==> src/rtl/time_counter_if.sv <==
// -----------------------------------------------------------------------------
// time_counter_if
//
// Purpose:
//   Bundles the signals between the tick generator / edit logic (master) and
//   the calendar counter (slave). clk and rst are not part of the bundle.
//
// Signals:
//   tick       advance-one-second strobe, one clk cycle wide
//   load       synchronous load of all ld_* fields (beats tick)
//   ld_sec     seconds to load            (6 bits)
//   ld_min     minutes to load            (6 bits)
//   ld_hour    hours to load              (5 bits)
//   ld_day     day of month to load       (5 bits)
//   ld_mon     month to load              (4 bits)
//   ld_year    year in century to load    (7 bits)
//   ld_cent    century to load            (7 bits)
//   sec, min   current seconds / minutes, 0..59
//   hour       current hour, 0..23
//   day        current day of month, 1..31
//   mon        current month, 1..12
//   year, cent current year in century / century, 0..99
//   leap       current year is a leap year (combinational)
//   new_day    one-cycle pulse on midnight rollover
//   cent_wrap  one-cycle pulse when the century wraps 99 -> 0
// -----------------------------------------------------------------------------
interface time_counter_if;
  logic       tick;
  logic       load;
  logic [5:0] ld_sec;
  logic [5:0] ld_min;
  logic [4:0] ld_hour;
  logic [4:0] ld_day;
  logic [3:0] ld_mon;
  logic [6:0] ld_year;
  logic [6:0] ld_cent;

  logic [5:0] sec;
  logic [5:0] min;
  logic [4:0] hour;
  logic [4:0] day;
  logic [3:0] mon;
  logic [6:0] year;
  logic [6:0] cent;
  logic       leap;
  logic       new_day;
  logic       cent_wrap;

  modport master (
    output tick, load,
    output ld_sec, ld_min, ld_hour, ld_day, ld_mon, ld_year, ld_cent,
    input  sec, min, hour, day, mon, year, cent,
    input  leap, new_day, cent_wrap
  );

  modport slave (
    input  tick, load,
    input  ld_sec, ld_min, ld_hour, ld_day, ld_mon, ld_year, ld_cent,
    output sec, min, hour, day, mon, year, cent,
    output leap, new_day, cent_wrap
  );
endinterface

==> src/rtl/time_counter.sv <==
// -----------------------------------------------------------------------------
// time_counter
//
// Purpose:
//   Calendar / time-of-day counter. Each tick advances seconds and carries
//   through minutes, hours, day, month, year and century in a single cycle.
//   Month lengths are exact and leap years follow the Gregorian rule across
//   the full century count. A synchronous load sets every field at once,
//   with out-of-range values clamped to the nearest legal value.
//
// Parameters:
//   RST_CENT   century after reset (0..99)
//   RST_YEAR   year in century after reset (0..99)
//
// Ports:
//   clk        system clock, rising edge
//   rst        asynchronous reset, active low
//   tc         time_counter_if slave modport (tick/load/ld_* in, time out)
// -----------------------------------------------------------------------------
module time_counter #(
  parameter logic [6:0] RST_CENT = 7'd20,
  parameter logic [6:0] RST_YEAR = 7'd0
) (
  input  logic           clk,
  input  logic           rst,
  time_counter_if.slave  tc
);

  // ---------------------------------------------------------------------------
  // Calendar helpers
  // ---------------------------------------------------------------------------

  // Divisible-by-4 checks only need the two low bits. Year 00 of a century is
  // a leap year only when the century itself is divisible by 4 (2000 yes,
  // 1900/2100 no), which is the /400 part of the Gregorian rule.
  function automatic logic is_leap(input logic [6:0] y, input logic [6:0] c);
    return (y[1:0] == 2'b00) && ((y != 7'd0) || (c[1:0] == 2'b00));
  endfunction

  function automatic logic [4:0] month_len(input logic [3:0] m,
                                           input logic       lp);
    logic [4:0] len;
    case (m)
      4'd2:    len = lp ? 5'd29 : 5'd28;
      4'd4,
      4'd6,
      4'd9,
      4'd11:   len = 5'd30;
      default: len = 5'd31;
    endcase
    return len;
  endfunction

  // ---------------------------------------------------------------------------
  // State registers
  // ---------------------------------------------------------------------------
  logic [5:0] sec_q,  sec_d;
  logic [5:0] min_q,  min_d;
  logic [4:0] hour_q, hour_d;
  logic [4:0] day_q,  day_d;
  logic [3:0] mon_q,  mon_d;
  logic [6:0] year_q, year_d;
  logic [6:0] cent_q, cent_d;
  logic       new_day_q,   new_day_d;
  logic       cent_wrap_q, cent_wrap_d;

  // ---------------------------------------------------------------------------
  // Current-date decode
  // ---------------------------------------------------------------------------
  logic       leap_cur;
  logic [4:0] len_cur;

  assign leap_cur = is_leap(year_q, cent_q);
  assign len_cur  = month_len(mon_q, leap_cur);

  // ---------------------------------------------------------------------------
  // Load sanitisation
  // ---------------------------------------------------------------------------
  logic [5:0] ld_sec_s;
  logic [5:0] ld_min_s;
  logic [4:0] ld_hour_s;
  logic [3:0] ld_mon_s;
  logic [6:0] ld_year_s;
  logic [6:0] ld_cent_s;
  logic [4:0] ld_len;
  logic [4:0] ld_day_s;

  always_comb begin
    ld_sec_s  = (tc.ld_sec  > 6'd59) ? 6'd59 : tc.ld_sec;
    ld_min_s  = (tc.ld_min  > 6'd59) ? 6'd59 : tc.ld_min;
    ld_hour_s = (tc.ld_hour > 5'd23) ? 5'd23 : tc.ld_hour;
    ld_year_s = (tc.ld_year > 7'd99) ? 7'd99 : tc.ld_year;
    ld_cent_s = (tc.ld_cent > 7'd99) ? 7'd99 : tc.ld_cent;

    if (tc.ld_mon == 4'd0) begin
      ld_mon_s = 4'd1;
    end else if (tc.ld_mon > 4'd12) begin
      ld_mon_s = 4'd12;
    end else begin
      ld_mon_s = tc.ld_mon;
    end

    // Day clamp must use the already-clamped month/year/century, otherwise a
    // bogus month would pick the wrong length.
    ld_len = month_len(ld_mon_s, is_leap(ld_year_s, ld_cent_s));

    if (tc.ld_day == 5'd0) begin
      ld_day_s = 5'd1;
    end else if (tc.ld_day > ld_len) begin
      ld_day_s = ld_len;
    end else begin
      ld_day_s = tc.ld_day;
    end
  end

  // ---------------------------------------------------------------------------
  // Carry chain
  //   Each carry is "this field wraps on this tick". Comparisons use >= so a
  //   field that somehow sits out of range still wraps rather than running on.
  // ---------------------------------------------------------------------------
  logic carry_min;
  logic carry_hour;
  logic carry_day;
  logic carry_mon;
  logic carry_year;
  logic carry_cent;
  logic wrap_cent;

  always_comb begin
    carry_min  = 1'b0;
    carry_hour = 1'b0;
    carry_day  = 1'b0;
    carry_mon  = 1'b0;
    carry_year = 1'b0;
    carry_cent = 1'b0;
    wrap_cent  = 1'b0;
    if (tc.tick) begin
      carry_min  = (sec_q >= 6'd59);
      carry_hour = carry_min  && (min_q  >= 6'd59);
      carry_day  = carry_hour && (hour_q >= 5'd23);
      carry_mon  = carry_day  && (day_q  >= len_cur);
      carry_year = carry_mon  && (mon_q  >= 4'd12);
      carry_cent = carry_year && (year_q >= 7'd99);
      wrap_cent  = carry_cent && (cent_q >= 7'd99);
    end
  end

  // ---------------------------------------------------------------------------
  // Next-state
  // ---------------------------------------------------------------------------
  always_comb begin
    sec_d       = sec_q;
    min_d       = min_q;
    hour_d      = hour_q;
    day_d       = day_q;
    mon_d       = mon_q;
    year_d      = year_q;
    cent_d      = cent_q;
    new_day_d   = 1'b0;
    cent_wrap_d = 1'b0;

    if (tc.load) begin
      // A simultaneous tick is dropped and loads never raise the pulses.
      sec_d  = ld_sec_s;
      min_d  = ld_min_s;
      hour_d = ld_hour_s;
      day_d  = ld_day_s;
      mon_d  = ld_mon_s;
      year_d = ld_year_s;
      cent_d = ld_cent_s;
    end else if (tc.tick) begin
      sec_d = carry_min ? 6'd0 : sec_q + 6'd1;
      if (carry_min) begin
        min_d = carry_hour ? 6'd0 : min_q + 6'd1;
      end
      if (carry_hour) begin
        hour_d = carry_day ? 5'd0 : hour_q + 5'd1;
      end
      if (carry_day) begin
        day_d = carry_mon ? 5'd1 : day_q + 5'd1;
      end
      if (carry_mon) begin
        mon_d = carry_year ? 4'd1 : mon_q + 4'd1;
      end
      if (carry_year) begin
        year_d = carry_cent ? 7'd0 : year_q + 7'd1;
      end
      if (carry_cent) begin
        cent_d = wrap_cent ? 7'd0 : cent_q + 7'd1;
      end
      new_day_d   = carry_day;
      cent_wrap_d = wrap_cent;
    end
  end

  // ---------------------------------------------------------------------------
  // Registers
  // ---------------------------------------------------------------------------
  always_ff @(posedge clk or negedge rst) begin
    if (!rst) begin
      sec_q       <= 6'd0;
      min_q       <= 6'd0;
      hour_q      <= 5'd0;
      day_q       <= 5'd1;
      mon_q       <= 4'd1;
      year_q      <= RST_YEAR;
      cent_q      <= RST_CENT;
      new_day_q   <= 1'b0;
      cent_wrap_q <= 1'b0;
    end else begin
      sec_q       <= sec_d;
      min_q       <= min_d;
      hour_q      <= hour_d;
      day_q       <= day_d;
      mon_q       <= mon_d;
      year_q      <= year_d;
      cent_q      <= cent_d;
      new_day_q   <= new_day_d;
      cent_wrap_q <= cent_wrap_d;
    end
  end

  // ---------------------------------------------------------------------------
  // Outputs
  // ---------------------------------------------------------------------------
  assign tc.sec       = sec_q;
  assign tc.min       = min_q;
  assign tc.hour      = hour_q;
  assign tc.day       = day_q;
  assign tc.mon       = mon_q;
  assign tc.year      = year_q;
  assign tc.cent      = cent_q;
  assign tc.leap      = leap_cur;
  assign tc.new_day   = new_day_q;
  assign tc.cent_wrap = cent_wrap_q;

endmodule

==> src/flat_wrapper.sv <==
// flat-port wrapper written by rule: the top's interface ports become plain ports
module time_counter_flat 
#(
  parameter logic [6:0] RST_CENT = 7'd20,
  parameter logic [6:0] RST_YEAR = 7'd0
)
  (clk, rst, tc_tick, tc_load, tc_ld_sec, tc_ld_min, tc_ld_hour, tc_ld_day, tc_ld_mon, tc_ld_year, tc_ld_cent, tc_sec, tc_min, tc_hour, tc_day, tc_mon, tc_year, tc_cent, tc_leap, tc_new_day, tc_cent_wrap);
  time_counter_if tc_i ();
  input  logic clk;
  input  logic rst;
  input wire logic [$bits(tc_i.tick)-1:0] tc_tick;
  input wire logic [$bits(tc_i.load)-1:0] tc_load;
  input wire logic [$bits(tc_i.ld_sec)-1:0] tc_ld_sec;
  input wire logic [$bits(tc_i.ld_min)-1:0] tc_ld_min;
  input wire logic [$bits(tc_i.ld_hour)-1:0] tc_ld_hour;
  input wire logic [$bits(tc_i.ld_day)-1:0] tc_ld_day;
  input wire logic [$bits(tc_i.ld_mon)-1:0] tc_ld_mon;
  input wire logic [$bits(tc_i.ld_year)-1:0] tc_ld_year;
  input wire logic [$bits(tc_i.ld_cent)-1:0] tc_ld_cent;
  output wire logic [$bits(tc_i.sec)-1:0] tc_sec;
  output wire logic [$bits(tc_i.min)-1:0] tc_min;
  output wire logic [$bits(tc_i.hour)-1:0] tc_hour;
  output wire logic [$bits(tc_i.day)-1:0] tc_day;
  output wire logic [$bits(tc_i.mon)-1:0] tc_mon;
  output wire logic [$bits(tc_i.year)-1:0] tc_year;
  output wire logic [$bits(tc_i.cent)-1:0] tc_cent;
  output wire logic [$bits(tc_i.leap)-1:0] tc_leap;
  output wire logic [$bits(tc_i.new_day)-1:0] tc_new_day;
  output wire logic [$bits(tc_i.cent_wrap)-1:0] tc_cent_wrap;
  assign tc_i.tick = tc_tick;
  assign tc_i.load = tc_load;
  assign tc_i.ld_sec = tc_ld_sec;
  assign tc_i.ld_min = tc_ld_min;
  assign tc_i.ld_hour = tc_ld_hour;
  assign tc_i.ld_day = tc_ld_day;
  assign tc_i.ld_mon = tc_ld_mon;
  assign tc_i.ld_year = tc_ld_year;
  assign tc_i.ld_cent = tc_ld_cent;
  assign tc_sec = tc_i.sec;
  assign tc_min = tc_i.min;
  assign tc_hour = tc_i.hour;
  assign tc_day = tc_i.day;
  assign tc_mon = tc_i.mon;
  assign tc_year = tc_i.year;
  assign tc_cent = tc_i.cent;
  assign tc_leap = tc_i.leap;
  assign tc_new_day = tc_i.new_day;
  assign tc_cent_wrap = tc_i.cent_wrap;
  time_counter #(.RST_CENT(RST_CENT), .RST_YEAR(RST_YEAR)) u_core (.clk(clk), .rst(rst), .tc(tc_i));
endmodule
==> config.mk <==
export PLATFORM = sky130hd
export DESIGN_NAME = time_counter_flat
export DESIGN_NICKNAME = d
export VERILOG_FILES = /design/src/rtl/time_counter_if.sv /design/src/rtl/time_counter.sv /design/src/flat_wrapper.sv
export SDC_FILE = /design/constraint.sdc
export NUM_CORES = 1
export LEC_CHECK = 0
export ABC_CLOCK_PERIOD_IN_PS = 3200
export CAP_MARGIN = 5
export CORE_MARGIN = 5
export CORE_UTILIZATION = 49
export DETAILED_ROUTE_END_ITERATION = 7
export PLACE_DENSITY = 0.77
export SLEW_MARGIN = 20
export SYNTH_ARGS = -nofsm -noshare
export SYNTH_HDL_FRONTEND = slang
export SYNTH_SLANG_ARGS = --single-unit
export TNS_END_PERCENT = 20
==> constraint.sdc <==
create_clock -name clk -period 3.2 [get_ports clk]
set_input_delay 0.32 -clock clk [delete_from_list [all_inputs] [get_ports clk]]
set_output_delay 0.32 -clock clk [all_outputs]
set_load 0.02 [all_outputs]
* Word level (Yosys, flattened, before mapping)
Cells that the tools add are included.
Cells by class: add/subtract/negate cells 7, order comparisons 14, equal/unequal tests 10, muxes and demuxes 51, reduce and logical (&&, ||, !) cells 33
Operator list (number):
- $mux W7 | 10
- $mux W5 | 11
- $mux W6 | 9
- $mux W4 | 6
- $pmux W5 S2 | 2
- $eq A4 B3 Y1 const B | 4
- $eq A4 B4 Y1 const B | 4
- $add A7 B1 Y7 const B | 2
- $ge A7 B7 Y1 const B | 2
- $gt A7 B7 Y1 const B | 2
- $reduce_bool A2 Y1 | 7
- $reduce_bool A7 Y1 | 2
- $mux W1 | 13
- $add A6 B1 Y6 const B | 2
- $ge A6 B6 Y1 const B | 2
- $gt A6 B6 Y1 const B | 2
- $reduce_and A2 Y1 | 6
- $add A5 B1 Y5 const B | 2
- $eq A4 B2 Y1 const B | 2
- $logic_and A1 B1 Y1 | 8
- $logic_not A2 Y1 | 4
- $reduce_or A4 Y1 | 2
- $ge A5 B5 Y1 | 1
- $ge A5 B5 Y1 const B | 1
- 8 further kinds | 9
Storage, ports and cells: register bits after elaboration 42, output and inout port bits 43, logic and storage cells 124

* Depth between registers and ports, before layout
depth after elaboration 15, mapped depth 12, depth with buffers taken out 11

* Worst setup path before layout
No wires, ideal clock.
path type flip-flop to flip-flop, start register u_core.year_q[3], in the netlist u_core.tc.year[3], end register u_core.cent_q[0], in the netlist u_core.tc.cent[0], setup time 0.146 ns, data arrival time 2.993 ns, slack 0.062 ns, cell stages (with the launch flop) 11, buffers on the path 0, period minus slack after synthesis 3.138 ns, cells stage by stage dfrtp_1 or3_1 o41a_1 o21ai_0 o21ai_0 ha_1 nand2b_1 a21oi_1 nor4_2 and2_1 o311ai_0
Between the ends: word-level cells in the longest chain between the ends 15, elaborated cells between the ends (all ways) 19, those cells by class 2 x order compare; 8 x mux; 9 x reduce/logical
RTL lines:
- from (decl) | line time_counter.sv:62 | logic [6:0] year_q, year_d;
- from (signal assigned) | line time_counter.sv:216 | year_q <= year_d;
- $reduce_bool A7 Y1 * | line time_counter.sv:37 | return (y[1:0] == 2'b00) && ((y != 7'd0) || (c[1:0] == 2'b00));
- $logic_or A1 B1 Y1 * | line time_counter.sv:37
- $logic_and A1 B1 Y1 * | line time_counter.sv:37
- via tc_leap | line flat_wrapper.sv:27 | output wire logic [$bits(tc_i.leap)-1:0] tc_leap;
- $mux W1 * | line time_counter.sv:44 | 4'd2: len = lp ? 5'd29 : 5'd28;
- $pmux W5 S2 * | line time_counter.sv:43 | case (m)
- $ge A5 B5 Y1 * | line time_counter.sv:141 | carry_mon = carry_day && (day_q >= len_cur);
- $logic_and A1 B1 Y1 * | line time_counter.sv:141
- $logic_and A1 B1 Y1 * | line time_counter.sv:142 | carry_year = carry_mon && (mon_q >= 4'd12);
- $logic_and A1 B1 Y1 * | line time_counter.sv:143 | carry_cent = carry_year && (year_q >= 7'd99);
- $logic_and A1 B1 Y1 | line time_counter.sv:144 | wrap_cent = carry_cent && (cent_q >= 7'd99);
- $mux W1 | line time_counter.sv:137 | if (tc.tick) begin
- $mux W7 | line time_counter.sv:189 | cent_d = wrap_cent ? 7'd0 : cent_q + 7'd1;
- $mux W7 | line time_counter.sv:188 | if (carry_cent) begin
- $mux W7 | line time_counter.sv:171 | end else if (tc.tick) begin
- $mux W7 | line time_counter.sv:162 | if (tc.load) begin
- to (signal assigned) | line time_counter.sv:217 | cent_q <= cent_d;
- to (decl) | line time_counter.sv:63 | logic [6:0] cent_q, cent_d;
Mark *: on every way through the listed nets, which the timed path passes. The rest lies on a longest branch. The select of a mux whose other input is x is not followed. A chain may end at the register's enable or synchronous reset.

* Worst setup path in the final report
start register u_core.year_q[3], in the netlist u_core.tc.year[3], end register u_core.year_q[5], in the netlist u_core.tc.year[5]
Between the ends: word-level cells in the longest chain between the ends 14, elaborated cells between the ends (all ways) 19, those cells by class 1 x add/sub; 2 x order compare; 8 x mux; 8 x reduce/logical
RTL lines:
- $reduce_bool A7 Y1 | line time_counter.sv:37
- $logic_or A1 B1 Y1 | line time_counter.sv:37
- $logic_and A1 B1 Y1 | line time_counter.sv:37
- $mux W1 | line time_counter.sv:44
- $pmux W5 S2 | line time_counter.sv:43
- $ge A5 B5 Y1 | line time_counter.sv:141
- $logic_and A1 B1 Y1 | line time_counter.sv:141
- $logic_and A1 B1 Y1 | line time_counter.sv:142
- $logic_and A1 B1 Y1 | line time_counter.sv:143
- $mux W1 | line time_counter.sv:137
- $mux W7 | line time_counter.sv:186 | year_d = carry_cent ? 7'd0 : year_q + 7'd1;
- $mux W7 | line time_counter.sv:185 | if (carry_year) begin
- $mux W7 | line time_counter.sv:171
- $mux W7 | line time_counter.sv:162
Parallel ways exist; a longest one is shown, timed or not. The select of a mux whose other input is x is not followed.

==> metrics.txt <==
# TYPE chip_impl_metric gauge
chip_impl_info{name="outcome",value="complete, no violations"} 1
chip_impl_metric{name="dp.final_hpwl",unit="mm"} 6.78
chip_impl_metric{name="cts.sink_count",unit=""} 42
chip_impl_metric{name="ys_ff_latch",unit=""} 42
chip_impl_metric{name="synth_largest_type_area_fraction",unit="%"} 30.1
chip_impl_metric{name="cts_hold_buf",unit=""} 0
chip_impl_metric{name="clk_pin_slew_worst_paths",unit="ns"} 0.07
chip_impl_metric{name="clock_insertion_delay_worst_skew",unit="ns"} 0.30
chip_impl_info{name="tritoncts",value="built"} 1
chip_impl_info{name="netlist_top_cells_count",value="nand2_1, dfrtp_1, o21ai_0"} 1
chip_impl_metric{name="antenna-diode-count",unit=""} 0
chip_impl_metric{name="required",unit="ns"} 3.39
chip_impl_metric{name="drive_gt1_share",unit="%"} 7.71
chip_impl_metric{name="final_cell_area",unit="mm2"} 0.00422
chip_impl_metric{name="drtIter0Drc",unit=""} 142
chip_impl_metric{name="synth-async-reset-ratio",unit="%"} 100
chip_impl_metric{name="detail_route.first_pass.iterations",unit=""} 5
chip_impl_info{name="hold_path.class",value="primary input to async pin"} 1
chip_impl_metric{name="wl_per_cell",unit="um"} 16.9
chip_impl_metric{name="vdd_drop_max",unit="mV"} 0.198
chip_impl_info{name="synthDominantAreaCellType",value="dfrtp_1"} 1
chip_impl_metric{name="clock_network_fraction_of_total_power",unit="%"} 23.0
chip_impl_metric{name="min_period",unit="ns"} 3.04
chip_impl_metric{name="die_x",unit="um"} 90.3
chip_impl_metric{name="dpl.cell_count",unit=""} 536
chip_impl_metric{name="maximum_net_fanout_on_the_critical_path",unit=""} 6
chip_impl_info{name="clk_root_buffer_cell",value="clkbuf_8"} 1
chip_impl_metric{name="seq_power_share",unit="%"} 42.1
chip_impl_metric{name="mappedNetlistNets",unit=""} 438
chip_impl_metric{name="fp-row-count",unit=""} 29
chip_impl_info{name="sort_of_element_at_the_end_of_the_critical_path",value="register"} 1
chip_impl_metric{name="power.density",unit="mW/mm2"} 378
chip_impl_info{name="reg2reg_from",value="u_core.tc.year[3]"} 1
chip_impl_metric{name="grt_max_degree",unit=""} 43
chip_impl_info{name="critPathSlowestCell",value="nor3_1"} 1
chip_impl_metric{name="wirelength",unit="mm"} 9.20
chip_impl_metric{name="syn2layout_area_growth",unit="%"} 33.5
chip_impl_metric{name="post_cts.repair.setup_buffers",unit=""} 0
chip_impl_metric{name="grt_first_pass_wirelength",unit="mm"} 15.9
chip_impl_metric{name="synthDistinctLibCells",unit=""} 67
chip_impl_metric{name="slew_violations",unit=""} 0
chip_impl_metric{name="number_of_instances_in_the_synthesized_netlist",unit=""} 378
chip_impl_metric{name="detailed_place.area",unit="mm2"} 0.00412
chip_impl_metric{name="maxCapViolations",unit=""} 0
chip_impl_metric{name="finClkSkew",unit="ns"} 0.00807
chip_impl_info{name="crit_type",value="register to register"} 1
chip_impl_metric{name="drt_drc_violations_left",unit=""} 0
chip_impl_metric{name="initial_utilization",unit="%"} 50.1
chip_impl_metric{name="tns",unit="ns"} 0
chip_impl_metric{name="grt_use_total",unit="%"} 23.0
chip_impl_metric{name="cts_htree_levels",unit=""} 2
chip_impl_metric{name="crit_path_max_incr_delay",unit="ns"} 0.57
chip_impl_metric{name="cts_inserted_buffers",unit=""} 5
chip_impl_metric{name="via_count_of_the_routed_design",unit=""} 3391
chip_impl_metric{name="gp_congestion",unit=""} 0.861
chip_impl_metric{name="worst-endpoint-arrival",unit="ns"} 3.23
chip_impl_metric{name="place.port_buffers",unit=""} 86
chip_impl_metric{name="postRouteAntennaNets",unit=""} 0
chip_impl_metric{name="layout.nets",unit=""} 526
chip_impl_info{name="yosysMostFrequentCell",value="nand2_1"} 1
chip_impl_metric{name="leakage",unit="nW"} 1.73
chip_impl_info{name="path_cells",value="or3_1, o41a_1, o21ai_0, o21ai_0, ha_1, nand2b_1, a21oi_2, nor3_1, nand3_1, a31o_2"} 1
chip_impl_metric{name="reg2reg_slack",unit="ns"} 0.16
chip_impl_info{name="crit-reg2reg-capture",value="u_core.tc.year[5]"} 1
chip_impl_metric{name="pre_cts_ws",unit="ns"} 0.167
chip_impl_metric{name="grt_remaining_overflow",unit=""} 0
chip_impl_metric{name="power.share.switching",unit="%"} 35.8
chip_impl_metric{name="fin_hold_viols",unit=""} 0
chip_impl_metric{name="max_freq",unit="MHz"} 329
chip_impl_metric{name="worst-r2r-cell-count",unit=""} 10
chip_impl_metric{name="setup_viol",unit=""} 0
chip_impl_metric{name="core-area",unit="mm2"} 0.00631
chip_impl_metric{name="synth_enable_flop_cells",unit=""} 0
chip_impl_info{name="dominantRegCellSynth",value="dfrtp_1"} 1
chip_impl_metric{name="layout_worst_path_cycle_share",unit="%"} 94.9
chip_impl_metric{name="cts-resized-gates",unit=""} 0
chip_impl_info{name="rsz0062_at_grt",value="true"} 1
chip_impl_metric{name="max-clock-path-buffers",unit=""} 2
chip_impl_metric{name="grt_pass1_vias",unit=""} 3353
chip_impl_metric{name="internal-power",unit="mW"} 1.02
chip_impl_info{name="worst_path_most_repeated_cell",value="o21ai_0"} 1
chip_impl_metric{name="io-pin-count",unit=""} 87
chip_impl_metric{name="totalPowerFinal",unit="mW"} 1.59
chip_impl_metric{name="fin_ws",unit="ns"} 0.164
chip_impl_metric{name="synth-warning-count",unit=""} 0
chip_impl_metric{name="worstMarginPinSlew",unit="ns"} 0.976
chip_impl_info{name="netlist_top_cells_area",value="dfrtp_1, ha_1, nand2_1"} 1
chip_impl_metric{name="instances_no_fill",unit=""} 544
chip_impl_metric{name="die_area",unit="mm2"} 0.00816
chip_impl_metric{name="fp.dieH",unit="um"} 90.3
chip_impl_info{name="crit_path_start_kind",value="register"} 1
chip_impl_metric{name="yosysSeqAreaShare",unit="%"} 33.4
chip_impl_metric{name="viasPerCell",unit=""} 6.23
chip_impl_metric{name="synth.cell_area",unit="mm2"} 0.00316
chip_impl_metric{name="p_switching",unit="uW"} 571
chip_impl_metric{name="number_of_antenna_violations_at_the_first_check_in_global_routing",unit=""} 0
chip_impl_metric{name="remaining_max_slew_budget_at_the_tightest_pin",unit="%"} 35.0
chip_impl_metric{name="combinationalPowerShare",unit="%"} 34.9
chip_impl_metric{name="syn_avg_cell_area",unit="um2"} 8.36
[kinds of logic (layout without fill, tap and decap cells)]
family	count (synthesis)	in the layout	synth area share [%]
AO/OA/AOI/OAI	123	123	26.6
XOR/XNOR	1	1	0.277
adder cells (fa/ha/maj)	16	16	6.33
buffers and inverters	34	123	5.03
flip-flops	42	42	33.4
multiplexers	6	6	1.98
AND/OR/NAND/NOR	156	156	26.4
[metrics by stage]
stage | utilization [%] | hold WS (ns)
after floorplan | - | 0.0244
after global placement | 65.2 | 0.526
after detailed placement | 65.2 | 0.538
after CTS | 66.6 | 0.205
after global routing | 66.8 | 0.244
final | 66.8 | 0.176
[flip-flops by register name, indices dropped and copies added, names as in the netlist]
name,count
u_core.tc.sec,6
u_core.tc.mon,4
u_core.tc.cent,7
u_core.tc.cent_wrap,1
u_core.tc.hour,5
u_core.tc.day,5
u_core.tc.year,7
u_core.tc.min,6
u_core.tc.new_day,1
[area by class of cell]
type                       instances  area (um2)
multi-input combinational        302        1960
timing repair buffer              98         953
sequential                        42        1060
clock buffer                       7        86.3
tap                               77        96.3
inverter                          17        63.8
fill                             546        2090
clock inverter                     1        5.00
[metal layers]
layer	up-vias	routed length, um	global-route usage (%)
met5	-	0	0
li1	1626	-	-
met3	16	704	4.33
met2	146	4460	38.7
met4	0	148	6.58
met1	1603	3880	30.0
[worst max-delay path, delay by kind of cell, from the launching register on]
family | cells | cell delay (ns)
and+or+nand+nor | 4 | 1.28
DFF | 1 | 0.44
adders and majority gates | 1 | 0.28
AOI/OAI and AO/OA | 5 | 0.94
[worst max path at each step]
stage | start | to | slack [ns] | depth (start not counted)
2_1_floorplan | u_core.tc.year[3] | u_core.tc.cent[0] | 0.06 | 10
3_3_place_gp | u_core.tc.year[3] | u_core.tc.cent[1] | 0.25 | 11
3_5_place_dp | u_core.tc.year[3] | u_core.tc.year[5] | 0.17 | 10
4_1_cts | u_core.tc.year[3] | u_core.tc.year[5] | 0.16 | 10
5_1_grt | u_core.tc.year[3] | u_core.tc.year[5] | -0.08 | 10
6_report | u_core.tc.year[3] | u_core.tc.year[5] | 0.16 | 10
[placed cells by master, fill, tap and decap left out, drive strengths merged, types with 7 or more instances in the layout]
cell type	count
ha	16
buf	14
nor3	14
clkbuf	7
and3	9
nor2	26
dfrtp	38
nand3	23
inv	17
a31oi	12
nand4	7
a21oi	23
o21ai	32
clkdlybuf4s50	84
nand2	42
[power by group through the flow]
stage | registers, mW | clock network, mW | logic (mW)
2_1_floorplan | 0.726 | 0 | 0.243
3_3_place_gp | 0.676 | 0 | 0.543
3_5_place_dp | 0.679 | 0 | 0.551
4_1_cts | 0.669 | 0.374 | 0.555
5_1_grt | 0.684 | 0.394 | 0.613
6_report | 0.671 | 0.366 | 0.556
Power figures use the tool's default switching activity.
